==> config.mk <==
export PLATFORM = sky130hd
export DESIGN_NAME = somador_acumulador
export DESIGN_NICKNAME = d
export VERILOG_FILES = /design/src/rtl/somador_acumulador.sv
export SDC_FILE = /design/constraint.sdc
export NUM_CORES = 1
export LEC_CHECK = 0
export ABC_CLOCK_PERIOD_IN_PS = 2900
export CORE_ASPECT_RATIO = 0.5
export CORE_UTILIZATION = 45
export CTS_CLUSTER_DIAMETER = 40
export DETAILED_ROUTE_END_ITERATION = 12
export GPL_TIMING_DRIVEN = 0
export PLACE_DENSITY = 0.84
export RECOVER_POWER = 25
export SLEW_MARGIN = 20
export SYNTH_ARGS = -nofsm -noshare
export SYNTH_HDL_FRONTEND = slang
export SYNTH_SLANG_ARGS = --single-unit
export TNS_END_PERCENT = 30
==> constraint.sdc <==
create_clock -name clk -period 2.9 [get_ports clk]
set_input_delay 0.29 -clock clk [delete_from_list [all_inputs] [get_ports clk]]
set_output_delay 0.29 -clock clk [all_outputs]
set_load 0.02 [all_outputs]
==> src/rtl/somador_acumulador.sv <==
// -----------------------------------------------------------------------------
// somador_acumulador
//   Signed adder / subtractor / accumulator. The result and its Z/N/P/V flags
//   sit in one output register, with a valid/ready handshake on each side.
//
// Parameters
//   WIDTH      operand/result width, two's complement (2..32), default 8
//
// Optional build macro
//   SOMADOR_SAT_EN  when defined, an overflowing result clamps to the nearest
//                   representable extreme instead of wrapping. V is still set.
//
// Ports
//   clk, rst_n     rising-edge clock, asynchronous active-low reset
//   A, B           signed operands
//   op             00 ADD A+B, 01 SUB A-B, 10 ACC acc+A, 11 CLR
//   in_valid       op/operands valid         in_ready   block can accept
//   S              registered signed result
//   Z/N/P/V        zero / negative / even / signed overflow of S
//   out_valid      S/flags hold an unconsumed result
//   out_ready      consumer takes the result
//
// Handshake: a transfer happens on a rising edge where valid && ready are
// both high. The producer holds its data stable while valid && !ready.
// in_ready = !out_valid || out_ready, so a new op may be accepted on the
// same edge that the current result is consumed. In that case the new
// result replaces the old one and out_valid stays high.
//
// The only state is r_out_valid (EMPTY=0 / FULL=1), visible on out_valid.
// -----------------------------------------------------------------------------
module somador_acumulador #(
  parameter int WIDTH = 8
) (
  input  logic             clk,
  input  logic             rst_n,
  input  logic [WIDTH-1:0] A,
  input  logic [WIDTH-1:0] B,
  input  logic [1:0]       op,
  input  logic             in_valid,
  output logic             in_ready,
  output logic [WIDTH-1:0] S,
  output logic             Z,
  output logic             N,
  output logic             P,
  output logic             V,
  output logic             out_valid,
  input  logic             out_ready
);

  localparam logic [1:0] OP_ADD = 2'b00;
  localparam logic [1:0] OP_SUB = 2'b01;
  localparam logic [1:0] OP_ACC = 2'b10;
  localparam logic [1:0] OP_CLR = 2'b11;

  logic [WIDTH-1:0] r_s;
  logic [WIDTH-1:0] r_acc;
  logic             r_z;
  logic             r_n;
  logic             r_p;
  logic             r_v;
  logic             r_out_valid;

  logic [WIDTH:0]   w_a_ext;
  logic [WIDTH:0]   w_b_ext;
  logic [WIDTH:0]   w_acc_ext;
  logic [WIDTH:0]   w_raw;
  logic             w_ovf;
  logic [WIDTH-1:0] w_s_next;
  logic             w_accept;

  // One guard bit lets the overflow test compare the two top bits of the sum.
  assign w_a_ext   = {A[WIDTH-1], A};
  assign w_b_ext   = {B[WIDTH-1], B};
  assign w_acc_ext = {r_acc[WIDTH-1], r_acc};

  always_comb begin
    w_raw = '0;
    case (op)
      OP_ADD:  w_raw = w_a_ext + w_b_ext;
      OP_SUB:  w_raw = w_a_ext + ~w_b_ext + {{WIDTH{1'b0}}, 1'b1};
      OP_ACC:  w_raw = w_acc_ext + w_a_ext;
      default: w_raw = '0;
    endcase
  end

  // CLR produces raw = 0, so it can never flag overflow.
  assign w_ovf = (op != OP_CLR) && (w_raw[WIDTH] != w_raw[WIDTH-1]);

`ifdef SOMADOR_SAT_EN
  localparam logic [WIDTH-1:0] SAT_MAX = {1'b0, {(WIDTH-1){1'b1}}};
  localparam logic [WIDTH-1:0] SAT_MIN = {1'b1, {(WIDTH-1){1'b0}}};

  // The guard bit w_raw[WIDTH] carries the true sign of the unclamped sum.
  always_comb begin
    w_s_next = w_raw[WIDTH-1:0];
    if (w_ovf) begin
      w_s_next = w_raw[WIDTH] ? SAT_MIN : SAT_MAX;
    end
  end
`else
  assign w_s_next = w_raw[WIDTH-1:0];
`endif

  assign in_ready = !r_out_valid || out_ready;
  assign w_accept = in_valid && in_ready;

  // Flags are registered together with S. That way they read 0 after reset,
  // even though S=0 there.
  always_ff @(posedge clk or negedge rst_n) begin
    if (!rst_n) begin
      r_s         <= '0;
      r_acc       <= '0;
      r_z         <= 1'b0;
      r_n         <= 1'b0;
      r_p         <= 1'b0;
      r_v         <= 1'b0;
      r_out_valid <= 1'b0;
    end else if (w_accept) begin
      r_s         <= w_s_next;
      r_acc       <= w_s_next;
      r_z         <= (w_s_next == '0);
      r_n         <= w_s_next[WIDTH-1];
      r_p         <= ~w_s_next[0];
      r_v         <= w_ovf;
      r_out_valid <= 1'b1;
    end else if (r_out_valid && out_ready) begin
      r_out_valid <= 1'b0;
    end
  end

  assign S         = r_s;
  assign Z         = r_z;
  assign N         = r_n;
  assign P         = r_p;
  assign V         = r_v;
  assign out_valid = r_out_valid;

endmodule

# Word level (Yosys, flattened, before mapping)
# Cells that the tools add are included.
word_totals:
  register_bits: 13
  in_bits: 22
  output_inout_bits: 14
classes:
  n_addsub: 4
  eq_ne: 4
  mux: 3
  bitwise_logic: 2
  reduce_logical: 8
ops:
  columns: ["cell", "count"]
  rows:
  - ["case mux 9 bit (3 select lines)", 1]
  - ["adder 8 x 8 -> 9 bit", 2]
  - ["adder 9 x 1 -> 9 bit (second input constant)", 1]
  - ["adder 9 bit", 1]
  - ["NOT 9 bit", 1]
  - ["zero test 8 bit", 1]
  - ["logical AND 1 bit", 3]
  - ["equality test 2 x 1 -> 1 bit (second input constant)", 1]
  - ["equality test 2 bit (second input constant)", 1]
  - ["zero test 2 bit", 1]
  - ["two-way mux 1 bit", 2]
  - ["inequality test 2 bit (second input constant)", 1]
  - ["nonzero test 2 bit", 1]
  - ["zero test 1 bit", 1]
  - ["logical OR 1 bit", 1]
  - ["inequality test 1 bit", 1]
  - ["NOT 1 bit", 1]

# Logic depth before layout (Yosys ltp)
depth:
  word_depth: 6
  mapped_depth: 13
  depth_no_buf: 12

# Worst setup path after synthesis
# OpenSTA, ideal clock, no wires.
synth_timing:
  kind: "input to register"
  start: "in op[0]"
  end: "reg r_v (netlist: V)"
  setup_time_ps: 65
  t_arrival_ps: 2645
  required_time_ps: 2835
  path_slack_ps: 190
  stages: 11
  path_cell_list: "buf_4 > nor2b_1 > clkbuf_1 > o21ai_0 > fa_1 > a21o_1 > a221oi_1 > o21ai_0 > xor2_1 > o21ai_0 > o22a_1"
synth_between:
  elab_chain_cells: 4
  word_cells_on_any_way: 7
synth_lines:
  columns: ["element", "line_no", "source"]
  rows:
  - ["start: declaration", "38", "input logic [1:0] op,"]
  - ["equality test 2 bit, or another cell as far along", "78", "case (op)"]
  - ["case mux 9 bit (3 select lines)", "78", null]
  - ["inequality test 1 bit", "87", "assign w_ovf = (op != OP_CLR) && (w_raw[WIDTH] != w_raw[WIDTH-1]);"]
  - ["logical AND 1 bit *", "87", null]
  - ["end signal: assignment", "124", "r_v <= w_ovf;"]
  - ["end: declaration", "60", "logic r_v;"]
# Every way passes the cells marked *; elsewhere a longest branch is shown, timed or not.
# A chain may end at the register's enable or synchronous reset.

# Worst setup path after layout
layout_timing:
  start: "in op[1]"
  end: "reg r_z (netlist: Z)"
layout_between:
  elab_chain_cells: 3
  word_cells_on_any_way: 5
layout_lines:
  columns: ["element", "line_no", "source"]
  rows:
  - ["equality test 2 bit, or another cell as far along", "78", null]
  - ["case mux 9 bit (3 select lines) *", "78", null]
  - ["zero test 8 bit *", "121", "r_z <= (w_s_next == '0);"]
  - ["end signal: assignment", "121", null]
  - ["end: declaration", "57", "logic r_z;"]
# Marked as above.

==> metrics <==
status=finished clean; post-synthesis register bit count=12; Initial Utilization=48.95%; clk_skew=0.3367 ps; Antenna Nets Post-Route=0; initial antenna violation count=0; vias in the first global route=1121; Overall Power=0.0008200 W; GRT Overall Usage=22.38%; Most used DFF post-synth=dfrtp_1; crit path cell chain=dlygate4sd2_1 -> nor2b_4 -> clkbuf_4 -> nand2_1 -> nand2_1 -> ha_1 -> fa_1 -> a21o_1 -> a221oi_2 -> xnor2_1 -> nand2_1 -> o31ai_1 -> o41ai_1; Pwr Density=463.5 mW/mm^2; TritonCTS Buffers=3; Sink Count=12; clock latency on the worst-skew pair=230 ps; Final nets=238; Final setup viols=0; post-synth top area share=22.86%; clk slew on worst S/H paths=50 ps; CP delay by family, top=compound AO/OA/AOI/OAI gates; Fmax achieved=0.3693 GHz; setup_tns=0 ps; CP max stage delay=410 ps; asr flop ratio synth=100.0%; Die W=78.41 um; DP Cell Count=229; drt via density=5.459; Layout area overhead=34.67%; R2R Path End=Z; CTS tree=built; reg2reg setup slack=470 ps; Arr. time, crit path=2830 ps; Post-synth EDFFs=0; Area contributors post-synth=dfrtp_1 (23%), ha_1 (15%), nand2_1 (7.1%), o21ai_0 (5.7%), o21a_1 (4.0%); final-layout fill cell count=249; Core ar.=0.002684 mm^2; CP max stage cell=fa_1; RSZ-0062 raised after global routing=false; CP endpoint kind=register; DRT Pass-1 Iters=4; fin crit share=93.37%; final std cells w/o fill=233; PortBufs=34; Root Driver=clkbuf_8; Die H=40.21 um; Yosys warnings=0; row count=13; syn avg cell area=8.315 um^2; htree depth=1; CP bufs+invs=2; post-synthesis sequential area ratio=22.86%; CTS Hold Bufs=0; reg2reg path depth=10; Worst path most repeated cell=nand2_1; clk buf depth=2; Ant. Diodes=0; Netlist Area Pre-Place=0.001314 mm^2; Pins Over Slew Limit=0; largest net degree at the start of global routing=13; first-pass GRT wire length=5.126 mm; Slew HR=64.60%; share of layout cells above drive strength 1=9.694%; syn_nets=198; routed len/inst=14.47 um; Synth Instances=158; via count of the routed design=1272; CP Max Fanout=10; min cycle time layout=2708 ps; startpoint types=input pin; Slew @ Worst Pin=529.2 ps; post-DP HPWL=2.716 mm; Fin. Hold Viols=0; leading area contributor after synthesis=dfrtp_1; GPL Wtd Cong=0.9410; synth unique cells=40; DIE AREA=0.003152 mm^2; Hold WC Path Type=input pin to asynchronous set/reset pin; grt ovf=0; DRC Markers=0; Max-Cap Viols=0; I/O pin total=36; WL final=3.371 mm; Crit Path Class=input pin to register; DRT iter0 DRCs=77; peak supply drop=0.3339 mV; RR Startpoint=r_acc[0]; leakage=0.8095 nW; required time of the critical path=3020 ps
cell usage after synthesis (all sizes together), types with 3 or more instances:
cell type  number
nand2          25
ha             16
o21ai          15
dfrtp          12
inv            10
a21oi           8
nor2            7
o21a            7
a21o            5
nand2b          5
xor2            5
xnor2           4
a211oi          3
a221oi          3
buf             3
flip-flops by register name, summed over array words and instances (netlist names):
name	cells
Z	1
r_acc	8
out_valid	1
P	1
V	1
stage by stage:
stage	cell area, um^2	utilization, %	worst slack (ps)	hold slack, ps
after floorplan	1314	-	189.9	-5.591
after global placement	1700	63.36	-745.9	460.5
after detailed placement	1700	63.36	-734.6	479.0
after CTS	1769	65.92	190.9	419.1
after global routing	1769	65.92	23.53	507.6
final	1769	65.92	192.3	475.3
worst max path at each step:
stage          startpoint  endpoint  slack [ps]  cells after the start
2_1_floorplan       op[0]         V         190                     11
3_3_place_gp        op[1]         Z        -750                     11
3_5_place_dp        op[1]         Z        -730                     11
4_1_cts             op[1]         Z         190                     13
5_1_grt             op[1]         Z          20                     13
6_report            op[1]         Z         190                     13
layer usage:
layer | up-vias | routed length (um) | track usage, %
met3 | 2 | 183 | 2.500
li1 | 644 | - | -
met2 | 30 | 1463 | 35.75
met5 | - | 0 | 0
met4 | 0 | 15 | 8.333
met1 | 596 | 1709 | 31.93
cell type report:
class                           count  area [um^2]  area share [%]
Sequential cell                    12        300.3           16.97
Inverter                           10        37.54           2.122
Buffer                              5        37.54           2.122
Tap cell                           37        46.29           2.617
Clock buffer                        3        41.29           2.334
Multi-Input combinational cell    131        959.7           54.24
Timing Repair Buffer               35        346.6           19.59
worst register-to-register path, stage by stage (launching register included):
cell	delay, ps
dfrtp_1	390
nand2_1	70
nand2_1	50
ha_1	200
fa_1	410
a21o_1	230
a221oi_2	310
xnor2_1	100
nand2_1	80
o31ai_1	130
o41ai_1	350
power by group:
group          internal [W]  switching (W)  total [W]
clock             0.0000908      0.0000532   0.000144
sequential         0.000201      0.0000273   0.000229
combinational      0.000217       0.000230   0.000447
total              0.000509       0.000311   0.000820
kinds of logic after synthesis:
| logic type | Yosys count | synth area share (%) |
|---|---|---|
| buf+inv | 15 | 5.429 |
| mux | 2 | 1.714 |
| xor+xnor | 9 | 6.000 |
| fa+ha+maj | 18 | 18.29 |
| simple gates | 50 | 18.10 |
| compound gates | 52 | 27.62 |
| flops | 12 | 22.86 |
cells in the final DEF (no fill, tap or decap), types with 5 or more instances in the layout:
| cell type | netlist | final |
|---|---|---|
| a21oi_1 | 8 | 7 |
| dfrtp_1 | 12 | 12 |
| ha_1 | 16 | 16 |
| clkdlybuf4s50_1 | 0 | 32 |
| nand2b_1 | 5 | 5 |
| nor2_1 | 7 | 7 |
| o21a_1 | 7 | 7 |
| nand2_1 | 25 | 25 |
| a21o_1 | 5 | 5 |
| inv_1 | 10 | 10 |
| o21ai_0 | 15 | 15 |
| xor2_1 | 5 | 5 |
timing repair:
action | 4_1_cts | 5_1_grt
endpoints found under the setup margin | 6 | 1
hold endpoints to repair | 0 | 0
pin swaps | 2 | 1
gates resized for setup | 7 | 0
setup buffers | 1 | 0
No activity file was read; power rests on OpenSTA's default activity.
